$ cat src/rtl/seq_shifter.sv
// seq_shifter: multi-cycle iterative shifter (SRL, SLL, SRA).
//
// The operand is shifted a fixed step per clock so long shifts stall the
// pipeline rather than needing a full barrel shifter on the critical path.
//
// Optional feature: define SEQ_SHIFTER_FAST_EN to shift by min(4, cnt) per
// clock instead of by 1. Results are identical; only the latency changes.
//
// Parameters:
//   OPD_LENGTH      operand/result width (power of two, >= 8)
// Ports:
//   clk             rising-edge clock
//   rst_n           asynchronous active-low reset
//   in_valid        request present
//   in_ready        unit can accept a request (IDLE only)
//   opd1            value to shift
//   opd2            shift amount, only [SHAMT_W-1:0] used
//   alu_op_select   001 SRL, 011 SLL, 111 SRA; anything else yields 0
//   out_valid       result present (DONE only)
//   out_ready       consumer takes the result
//   shifter_result  result, driven from the accumulator in every state
//   busy            high in SHIFT or DONE
module seq_shifter #(
  parameter int OPD_LENGTH = 32
) (
  input  logic                  clk,
  input  logic                  rst_n,
  input  logic                  in_valid,
  output logic                  in_ready,
  input  logic [OPD_LENGTH-1:0] opd1,
  input  logic [OPD_LENGTH-1:0] opd2,
  input  logic [2:0]            alu_op_select,
  output logic                  out_valid,
  input  logic                  out_ready,
  output logic [OPD_LENGTH-1:0] shifter_result,
  output logic                  busy
);

  localparam int SHAMT_W = $clog2(OPD_LENGTH);

  localparam logic [2:0] OP_SRL = 3'b001;
  localparam logic [2:0] OP_SLL = 3'b011;
  localparam logic [2:0] OP_SRA = 3'b111;

  typedef enum logic [1:0] {
    IDLE  = 2'd0,
    SHIFT = 2'd1,
    DONE  = 2'd2
  } state_t;

  state_t                state, state_nxt;
  logic [OPD_LENGTH-1:0] acc, acc_nxt;
  logic [SHAMT_W-1:0]    cnt, cnt_nxt;
  logic [2:0]            op, op_nxt;
  logic [SHAMT_W-1:0]    step;

  // Only the low SHAMT_W bits of the amount matter.
  logic unused_opd2;
  assign unused_opd2 = ^opd2[OPD_LENGTH-1:SHAMT_W];

  function automatic logic valid_op(input logic [2:0] sel);
    return (sel == OP_SRL) || (sel == OP_SLL) || (sel == OP_SRA);
  endfunction

  function automatic logic [OPD_LENGTH-1:0] shift_step(
    input logic [OPD_LENGTH-1:0] a,
    input logic [2:0]            sel,
    input logic [SHAMT_W-1:0]    s
  );
    logic signed [OPD_LENGTH-1:0] a_s;
    a_s = a;
    case (sel)
      OP_SLL:  return a << s;
      OP_SRL:  return a >> s;
      OP_SRA:  return a_s >>> s;
      default: return a;
    endcase
  endfunction

`ifdef SEQ_SHIFTER_FAST_EN
  // Never step past the remaining count, so cnt lands exactly on zero.
  assign step = (cnt > SHAMT_W'(4)) ? SHAMT_W'(4) : cnt;
`else
  assign step = SHAMT_W'(1);
`endif

  always_ff @(posedge clk or negedge rst_n) begin
    if (!rst_n) begin
      state <= IDLE;
      acc   <= '0;
      cnt   <= '0;
      op    <= '0;
    end else begin
      state <= state_nxt;
      acc   <= acc_nxt;
      cnt   <= cnt_nxt;
      op    <= op_nxt;
    end
  end

  always_comb begin
    state_nxt = state;
    acc_nxt   = acc;
    cnt_nxt   = cnt;
    op_nxt    = op;
    case (state)
      IDLE: begin
        if (in_valid) begin
          op_nxt  = alu_op_select;
          cnt_nxt = opd2[SHAMT_W-1:0];
          if (!valid_op(alu_op_select)) begin
            acc_nxt   = '0;
            state_nxt = DONE;
          end else begin
            acc_nxt   = opd1;
            state_nxt = (opd2[SHAMT_W-1:0] == '0) ? DONE : SHIFT;
          end
        end
      end
      SHIFT: begin
        acc_nxt = shift_step(acc, op, step);
        cnt_nxt = cnt - step;
        if (cnt_nxt == '0) state_nxt = DONE;
      end
      DONE: begin
        if (out_ready) state_nxt = IDLE;
      end
      default: state_nxt = IDLE;
    endcase
  end

  // Handshake outputs decode state only; no input reaches them combinationally.
  assign in_ready       = (state == IDLE);
  assign out_valid      = (state == DONE);
  assign busy           = (state != IDLE);
  assign shifter_result = acc;

endmodule

$ cat config.mk
export PLATFORM = sky130hd
export DESIGN_NAME = seq_shifter
export DESIGN_NICKNAME = d
export VERILOG_FILES = /design/src/rtl/seq_shifter.sv
export SDC_FILE = /design/constraint.sdc
export NUM_CORES = 1
export LEC_CHECK = 0
export ABC_CLOCK_PERIOD_IN_PS = 1450
export CAP_MARGIN = 20
export CELL_PAD_IN_SITES_DETAIL_PLACEMENT = 0
export CELL_PAD_IN_SITES_GLOBAL_PLACEMENT = 2
export CORE_MARGIN = 4
export CORE_UTILIZATION = 23
export DETAILED_ROUTE_END_ITERATION = 16
export MAX_ROUTING_LAYER = met4
export PLACE_DENSITY = 0.86
export SLEW_MARGIN = 25
export SYNTH_ARGS = -nofsm -noshare
export SYNTH_HDL_FRONTEND = slang
export SYNTH_SLANG_ARGS = --single-unit
export TNS_END_PERCENT = 50
$ cat constraint.sdc
create_clock -name clk -period 1.45 [get_ports clk]
set_input_delay 0.29 -clock clk [delete_from_list [all_inputs] [get_ports clk]]
set_output_delay 0.29 -clock clk [all_outputs]
set_load 0.005 [all_outputs]
After elaboration in Yosys (flattened, before gate mapping)
Index checks and enable logic that the tools add are counted.

word-level totals
  word-level logic and storage cells = 44
  bits in registers = 42
  input port bits = 71

operators by class
  $add $sub $neg = 1
  reduce and logical (&&, ||, !) cells = 12
  mux-type cells = 12
  eq/ne operators = 14

operators with widths
  operator             number
  $pmux 32 s3          1
  $mux 32              2
  $pmux 32 s2          1
  $logic_not 5->1      2
  $mux 2               5
  $pmux 5 s2           1
  $eq 3x1->1 const B   2
  $eq 3x2->1 const B   2
  $eq 3x3->1 const B   2
  $ne 2x2->1 const B   3
  $pmux 2 s3           1
  $reduce_and 3->1     2
  $mux 5               1
  $sub 5x1->5 const B  1
  $ne 4x1->1 const B   1
  $reduce_and 2->1     2
  $reduce_and 4->1     1
  $reduce_bool 2->1    2
  $ne 3x1->1 const B   1
  $eq 2x1->1 const B   1
  $eq 2x2->1 const B   1
  $logic_not 2->1      1
  $logic_or 1x1->1     2
  $ne 2x1->1 const B   1

Logic depth before layout (Yosys ltp)
Gate-level depths: netlist (run 1).

  depth in word-level cells = 6
  mapped depth = 7
  depth with buffers taken out = 6

Worst setup path after synthesis (run 1)
OpenSTA, ideal clock, no wires.

  kind = reg-to-reg
  start = reg state[0]
  end = reg acc[10], in the netlist shifter_result[10]
  data arrival time = 1317 ps
  stages on the path, launching flop included = 5
  library setup time = 152 ps
  required time = 1298 ps
  path slack = -19 ps
  buffers on the path = 1
  period minus slack after synthesis = 1469 ps
  cells stage by stage = dfrtp_1 > nor2b_1 > nand3_1 > buf_1 > o221ai_2

on the way
  longest elaborated chain between the ends = 3
  elaborated cells between the ends (all ways) = 7
  classes of those cells = eq/ne: 3; mux: 1; reduce/logical: 3

RTL lines
  element                                                    line  text
  start: declaration                                         51    state_t state, state_nxt;
  start signal: assignment                                   94    state <= state_nxt;
  $eq 2x1->1 / $logic_not 2->1 (equally long branches)       106   case (state)
  $ne 4x1->1 (no source line), or another cell as far along  --
  $reduce_and 3->1 (no source line)                          --
  end signal: assignment                                     95    acc <= acc_nxt;
  end: declaration                                           52    logic [OPD_LENGTH-1:0] acc, acc_nxt;

Several ways; a longest one is shown, not always the timed one.
A chain may end at the register's enable or synchronous reset.

Worst setup path in the final report (run 1)
  start = reg state[1]
  end = reg acc[29], in the netlist shifter_result[29]

The elaborated chain is that of the path after synthesis.

==> results.py, run 1 <==
metrics = {
    "power_and_ir_drop": {
        "leakagePower_uw": 0.001894,
        "switchingPower_uw": 2639,
        "clkPwrFrac_pct": 16.2,
        "powerDensity_mw_per_mm2": 1718,
        "max-vdd-ir-drop_mv": 0.5735,
        "switching_share_pct": 38.19,
        "power_uw": 6910,
        "comb_power_share_pct": 54.6,
        "power_frac_seq_pct": 29.2,
        "intPower_uw": 4271,
    },
    "critical_path": {
        "worstRegToRegCells": 6,
        "end_kind": "flop",
        "rrSetupSlack_ns": -0.16,
        "crit_required_ns": 1.64,
        "cp-startpoint": "state[1]$_DFFE_PN0P_",
        "critPathMaxFanout": 16,
        "cp_num_cells": 6,
        "reg2reg_from": "state[1]$_DFFE_PN0P_",
        "critical_path_buf_inv_count": 2,
        "cp-start-kind": "flop",
        "cp.arrival_ns": 1.81,
        "worst-setup-path-type": "reg2reg",
        "cp_cell_sequence": "buf_6 -> or3b_4 -> nor3_4 -> buf_6 -> nand2_1 -> o221ai_2",
        "cp_slowest_cell": "dfrtp_2",
        "crit_end": "shifter_result[29]$_DFFE_PN0P_",
        "worstReg2RegEnd": "shifter_result[29]$_DFFE_PN0P_",
        "path_delay_family": "simple AND/OR/NAND/NOR gates",
        "cp_common_cell": "buf_6",
        "cpPeakStageDelay_ns": 0.42,
    },
    "clocking": {
        "numCtsBuffers": 5,
        "cts_tree": "built",
        "htreeDepth": 2,
        "cts_buffer_depth": 2,
        "numClockSinks": 42,
        "insertion_delay_ns": 0.28,
        "cts.clk_slew.worst_paths_ns": 0.06,
        "cts_root_buf": "clkbuf_16",
    },
    "place": {
        "placed_area_sq_mm": 0.003737,
        "io_buffers": 78,
        "dpl.hpwl_mm": 5.690,
        "pre_cts_ws_ns": -0.4166,
        "place_congestion": 0.8051,
    },
    "routing": {
        "dr.pass1.iters": 4,
        "vias": 2228,
        "routed_wirelength_mm": 7.613,
        "wl_per_cell_microns": 15.29,
        "vias_per_cell": 4.474,
        "drt_iter0_drc": 114,
        "drtAntennaViolNets": 0,
        "drc": 0,
    },
    "yosys": {
        "ys.flop_type": "dfrtp_1",
        "yosys_warnings": 0,
        "synth_top_family_by_area": "compound AO/OA/AOI/OAI gates",
        "synth_xor_area_share_pct": 0,
        "synth_edf_count": 0,
        "synth_fa_ha_area_share_pct": 0.9681,
        "synth-seq-area-share_pct": 40.66,
        "synth_nets": 325,
        "syn_area_per_cell_sq_um": 10.26,
        "synth-simple-area-share_pct": 12.10,
        "netlist_instances": 252,
        "ys_async_sr_fraction_pct": 100.0,
        "synth-compound-area-share_pct": 24.20,
        "synth.ff_latch_count": 42,
        "syn-cell-area_sq_mm": 0.002585,
        "synth_cell_type_count": 40,
        "synth_mux_area_share_pct": 12.49,
    },
    "floorplan": {
        "die_y_microns": 114.0,
        "ioPinCount": 106,
        "core_region_area_sq_mm": 0.01094,
        "die-width_microns": 114.0,
        "fp-row-count": 38,
        "dieArea_sq_mm": 0.01300,
        "start_util_pct": 23.64,
    },
    "timing": {
        "fin_skew_ns": 0.007387,
        "whs_ns": 0.4860,
        "maxSlewHeadroom_pct": 71.32,
        "finalHoldViolCount": 0,
        "period_needed_ns": 1.613,
        "setup_viol": 35,
        "setup_slack_ns": -0.1634,
        "worstMarginPinSlew_ns": 0.4301,
        "fmaxAchievable_mhz": 619.8,
        "drv_slew": 0,
        "period_share_pct": 111.3,
        "rsz0062_at_grt": "true",
    },
    "grt": {
        "antenna_found_initial": 0,
        "grt_max_degree": 31,
        "grt-ovfl-total": 0,
        "grt_pass1_wl_mm": 12.40,
        "grt_pass1_vias": 2391,
        "grtUsageTotal_pct": 12.23,
    },
    "min_path": {
        "hold_path_class": "in2async",
    },
    "final_layout": {
        "layout-drive-gt1-share_pct": 27.93,
        "final_util_pct": 36.78,
        "fin_area_sq_mm": 0.004023,
        "num-nets-final": 430,
        "antenna_cells": 0,
        "areaGrowthSynthToFinish_pct": 55.61,
    },
    "status": {
        "status": "finished, violations left",
        "violations": "negative setup slack",
    },
    "job": {
        "cap_viol_max_count": 0,
    },
}
worst reg2reg max path, cell delays in order, from the launching register on:
cell and delay [ns]:
dfrtp_2 0.42, buf_6 0.12, or3b_4 0.41, nor3_4 0.23, buf_6 0.20, nand2_1 0.10, o221ai_2 0.06
through the flow:
step                instances  setup TNS [ns]
floorplan                 252         -0.1494
global placement          482          -13.25
detailed placement        482          -13.90
CTS                       499          -4.469
global route              498          -8.030
finish                    498          -4.483
worst min path at each step:
stage                                endpoint  slack (ns)  startpoint  depth (start not counted)
2_1_floorplan              cnt[0]$_DFFE_PN0P_      -0.006       rst_n                          0
3_3_place_gp   shifter_result[25]$_DFFE_PN0P_        0.24       rst_n                          1
3_5_place_dp   shifter_result[25]$_DFFE_PN0P_        0.25       rst_n                          1
4_1_cts                    cnt[0]$_DFFE_PN0P_        0.49       rst_n                          2
5_1_grt                    cnt[0]$_DFFE_PN0P_        0.53       rst_n                          2
6_report                   cnt[0]$_DFFE_PN0P_        0.49       rst_n                          2
layer usage:
metal / global-route usage (%) / wire length [microns] / vias to the layer above
met5: - / 0 / -
met4: 1.900 / 36 / 0
met3: 3.395 / 444 / 4
met2: 20.02 / 3753 / 45
met1: 15.43 / 3380 / 1065
li1: - / - / 1114
layout by cell type, fill, tap and decap left out, types with 4 or more instances in the layout:
cell and n:
clkdlybuf4s50_1 41, nand2_1 25, nand2b_1 4, clkbuf_16 5, buf_4 25, o221ai_2 28
o21ai_0 4, dlygate4sd2_1 32, a21oi_1 6, buf_12 6, nor2_1 4, dfrtp_1 40
nand2_4 4, inv_1 39, buf_6 4, mux2i_1 30
power by group through the flow:
stage          clock, uW  sequential (uW)  combinational, uW
2_1_floorplan          0             1980               2070
3_3_place_gp           0             2050               3680
3_5_place_dp           0             2070               3740
4_1_cts             1150             2020               3790
5_1_grt             1210             2090               4140
6_report            1120             2010               3770
cells in the mapped netlist (all sizes together), types with 2 or more instances:
library cell	count	area, sq um
a21oi	8	43.79
a31oi	3	18.77
buf	14	93.84
clkbuf	2	7.510
dfrtp	42	1051
ha	2	25.02
inv	39	146.4
mux2	2	22.52
mux2i	30	300.3
nand2	32	120.1
nand2b	4	25.02
nand3	4	20.02
nand3b	2	15.01
nor2	5	18.77
nor2b	5	31.28
nor3	2	21.27
o21ai	7	35.03
o221ai	31	446.7
o2bb2ai	2	17.52
o31ai	2	15.01
what timing repair did:
action | 4_1_cts | 5_1_grt
hold endpoints to repair | 15 | 0
hold buffers | 1 | 0
resized for setup | 67 | 16
endpoints found under the setup margin | 70 | 40
gates cloned | 1 | 0
setup buffers | 7 | 1
pin swaps | 8 | 4
registers in the layout, indices dropped and copies added, names as in the netlist:
register        flops
shifter_result     32
cnt                 5
op                  3
state               2
final cells by class:
| cell class | count | area, sq um |
|---|---|---|
| sequential | 42 | 1054 |
| tap | 140 | 175.2 |
| inverter | 39 | 146.4 |
| clock inverter | 1 | 5.005 |
| timing repair buffer | 114 | 1086 |
| fill | 1129 | 6913 |
| multi-input combinational | 155 | 1414 |
| clock buffer | 7 | 142.6 |
cells by family (layout without fill, tap and decap cells):
logic type | Yosys count | count (layout)
flip-flops | 42 | 42
AO/OA/AOI/OAI | 59 | 59
buffers and inverters | 55 | 161
multiplexers | 32 | 32
AND/OR/NAND/NOR | 62 | 62
adder cells (fa/ha/maj) | 2 | 2
No activity file was read; power rests on OpenSTA's default activity.
==> run 2: changes to the inputs <==
--- a/config.mk
+++ b/config.mk
@@ -6,7 +6,7 @@
 export NUM_CORES = 1
 export LEC_CHECK = 0
 export ABC_CLOCK_PERIOD_IN_PS = 1450
-export CAP_MARGIN = 20
+export CAP_MARGIN = 40
 export CELL_PAD_IN_SITES_DETAIL_PLACEMENT = 0
 export CELL_PAD_IN_SITES_GLOBAL_PLACEMENT = 2
 export CORE_MARGIN = 4
==> results of run 2 <==
The final DEF is identical to that of run 1; final timing and power are the same.
==> run 3: changes to the inputs <==
--- a/config.mk
+++ b/config.mk
@@ -10,10 +10,11 @@
 export CELL_PAD_IN_SITES_DETAIL_PLACEMENT = 0
 export CELL_PAD_IN_SITES_GLOBAL_PLACEMENT = 2
 export CORE_MARGIN = 4
-export CORE_UTILIZATION = 23
+export CORE_UTILIZATION = 31
 export DETAILED_ROUTE_END_ITERATION = 16
+export DONT_BUFFER_PORTS = 1
 export MAX_ROUTING_LAYER = met4
-export PLACE_DENSITY = 0.86
+export PLACE_DENSITY = 0.79
 export SLEW_MARGIN = 25
 export SYNTH_ARGS = -nofsm -noshare
 export SYNTH_HDL_FRONTEND = slang
==> run 3 against run 2 <==
Net effect:
- the flow still finishes with violations (negative setup slack)
- routed wire length decreased by 6.6%
- critical path depth fell by 1
- final cell count down 24%
- global-route usage is 2.8 points higher
- power is 11% lower
- combinational power shrank 12%
- setup slack gained 0.16 ns
- hold slack lost 0.37 ns
- clock power decreased by 34%
- sequential cell count unchanged
- via count is 11% lower
- critical endpoint is now shifter_result[12]$_DFFE_PN0P_
- largest power group unchanged
==> results.py, run 3 (synthesis results as in run 1) <==
metrics = {
    "status": {
        "status": "finished, violations left",
        "violations": "negative setup slack",
    },
    "routing": {
        "met1_length_mm": 2.921,
        "drtAntennaViolNets": 0,
        "routed-wl-met3_microns": 559,
        "vias": 1989,
        "vias_per_cell": 5.262,
        "drc": 0,
        "drt_iter0_drc": 40,
        "wl_met2_mm": 3.531,
        "routed_wirelength_mm": 7.111,
        "dr.pass1.iters": 4,
        "top_layer": "met4",
        "wl_per_cell_microns": 18.81,
    },
    "floorplan": {
        "start_util_pct": 31.62,
        "fp-row-count": 33,
        "dieArea_sq_mm": 0.009863,
        "core_region_area_sq_mm": 0.008175,
        "ioPinCount": 106,
        "die_y_microns": 99.32,
        "die-width_microns": 99.32,
    },
    "timing": {
        "setup_slack_ns": -0.008139,
        "whs_ns": 0.1163,
        "fin_skew_ns": 0.006555,
        "rsz0062_at_grt": "true",
        "fmaxAchievable_mhz": 685.8,
        "drv_slew": 0,
        "setup_viol": 2,
        "worstMarginPinSlew_ns": 0.5191,
        "period_needed_ns": 1.458,
        "period_share_pct": 100.6,
        "maxSlewHeadroom_pct": 65.32,
        "finalHoldViolCount": 0,
    },
    "clocking": {
        "cts.clk_slew.worst_paths_ns": 0.08,
        "cts_tree": "built",
        "cts_buffer_depth": 2,
        "insertion_delay_ns": 0.29,
        "cts_root_buf": "clkbuf_8",
        "htreeDepth": 2,
        "numClockSinks": 42,
        "numCtsBuffers": 5,
    },
    "final_layout": {
        "layout-drive-gt1-share_pct": 30.04,
        "layout_commonest_cell": "dfrtp_1",
        "instances_no_fill": 378,
        "num-nets-final": 346,
        "largest_reg_flops": 32,
        "areaGrowthSynthToFinish_pct": 21.35,
        "layout_common_cells": "dfrtp_1 (42), inv_1 (36), nand2_1 (32), mux2i_1 (29), o221ai_2 (28)",
        "antenna_cells": 0,
    },
    "power_and_ir_drop": {
        "power_frac_seq_pct": 34.5,
        "comb_power_share_pct": 53.5,
        "leakagePower_uw": 0.001385,
        "intPower_uw": 3585,
        "max-vdd-ir-drop_mv": 0.5937,
        "switchingPower_uw": 2574,
        "clkPwrFrac_pct": 12.0,
        "powerDensity_mw_per_mm2": 1964,
        "switching_share_pct": 41.79,
    },
    "place": {
        "io_buffers": 0,
        "place_congestion": 0.7966,
        "dp_cells": 361,
        "dpl.hpwl_mm": 5.041,
    },
    "critical_path": {
        "end_kind": "flop",
        "cpPeakStageDelay_ns": 0.42,
        "worst-setup-path-type": "reg2reg",
        "worstReg2RegEnd": "shifter_result[12]$_DFFE_PN0P_",
        "cp_num_cells": 5,
        "cp_slowest_cell": "dfrtp_1",
        "rrSetupSlack_ns": -0.008,
        "path_delay_family": "simple AND/OR/NAND/NOR gates",
        "crit_required_ns": 1.66,
        "reg2reg_from": "state[0]$_DFFE_PN0P_",
        "crit_end": "shifter_result[12]$_DFFE_PN0P_",
        "critical_path_buf_inv_count": 1,
        "cp-startpoint": "state[0]$_DFFE_PN0P_",
        "cp_cell_sequence": "or3b_4 -> nor3_4 -> buf_12 -> nand2_1 -> o221ai_2",
        "cp.arrival_ns": 1.67,
        "worstRegToRegCells": 5,
        "cp-start-kind": "flop",
        "critPathMaxFanout": 20,
    },
    "job": {
        "cap_viol_max_count": 0,
    },
    "grt": {
        "grt_pass1_wl_mm": 11.41,
        "antenna_found_initial": 0,
        "grt-ovfl-total": 0,
        "grt_max_degree": 43,
        "grtUsageTotal_pct": 15.01,
        "grt_pass1_vias": 2185,
    },
    "min_path": {
        "hold_path_class": "in2reg",
        "hold-path-cell-count": 2,
    },
}
## run 3: changes by cell type in the layout (fill, tap and decap cells not counted), sizes merged
cell,change
buf,-10
clkdlybuf4s50,-41
clkinv,-1
dlygate4sd2,-32
dlymetal6s2s,-1
## run 3: stage by stage
step / util, % / worst slack (ns) / instance area, sq um / TNS [ns] / power, uW
after floorplan: - / -0.006486 / 2587 / -0.1494 / 4056
after global placement: 34.80 / -0.005317 / 2845 / -0.007776 / 4921
after detailed placement: 34.80 / -0.01717 / 2845 / -0.06394 / 5005
after CTS: 36.42 / -0.02558 / 2978 / -0.05376 / 5843
after global routing: 38.37 / -0.1021 / 3137 / -2.403 / 6665
final: 38.37 / -0.008139 / 3137 / -0.01340 / 6159
## run 3: worst min-delay path by stage
stage / end / slack (ns) / startpoint
after floorplan: cnt[0]$_DFFE_PN0P_ / -0.006 / rst_n
after global placement: shifter_result[15]$_DFFE_PN0P_ / -0.005 / rst_n
after detailed placement: shifter_result[14]$_DFFE_PN0P_ / -0.005 / rst_n
after CTS: shifter_result[26]$_DFFE_PN0P_ / 0.10 / opd1[26]
after global routing: shifter_result[21]$_DFFE_PN0P_ / 0.11 / opd1[21]
final: shifter_result[4]$_DFFE_PN0P_ / 0.12 / opd1[4]
## run 3: what timing repair did
| action | in CTS | in global routing |
|---|---|---|
| endpoints found under the setup margin | 19 | 37 |
| gates resized for setup | 6 | 19 |
| pin swaps | 0 | 4 |
| endpoints found under the hold margin | 42 | 0 |
| cloned | 0 | 1 |
| hold buffers | 2 | 0 |
| buffers inserted | 0 | 7 |
## run 3: worst register-to-register path: stages (launching register included)
cell	delay, ns
dfrtp_1	0.42
or3b_4	0.41
nor3_4	0.20
buf_12	0.19
nand2_1	0.09
o221ai_2	0.06
## run 3: final cells by class
class,count,area (sq um)
Clock buffer,7,76.32
Fill cell,811,5039
Inverter,39,146.4
Multi-Input combinational cell,155,1384
Sequential cell,42,1051
Tap cell,105,131.4
Timing Repair Buffer,30,347.8
## run 3: power by group through the flow
stage	clock [uW]	combinational, uW	sequential, uW
after CTS	770	2960	2120
after detailed placement	0	2870	2140
after global routing	823	3630	2210
after floorplan	0	2070	1980
final	739	3300	2120
after global placement	0	2800	2130
## run 3: metal layers
metal	vias to the layer above	global-route usage, %
li1	946	-
met1	986	17.67
met5	-	-
met3	8	5.610
met4	0	3.782
met2	49	24.33
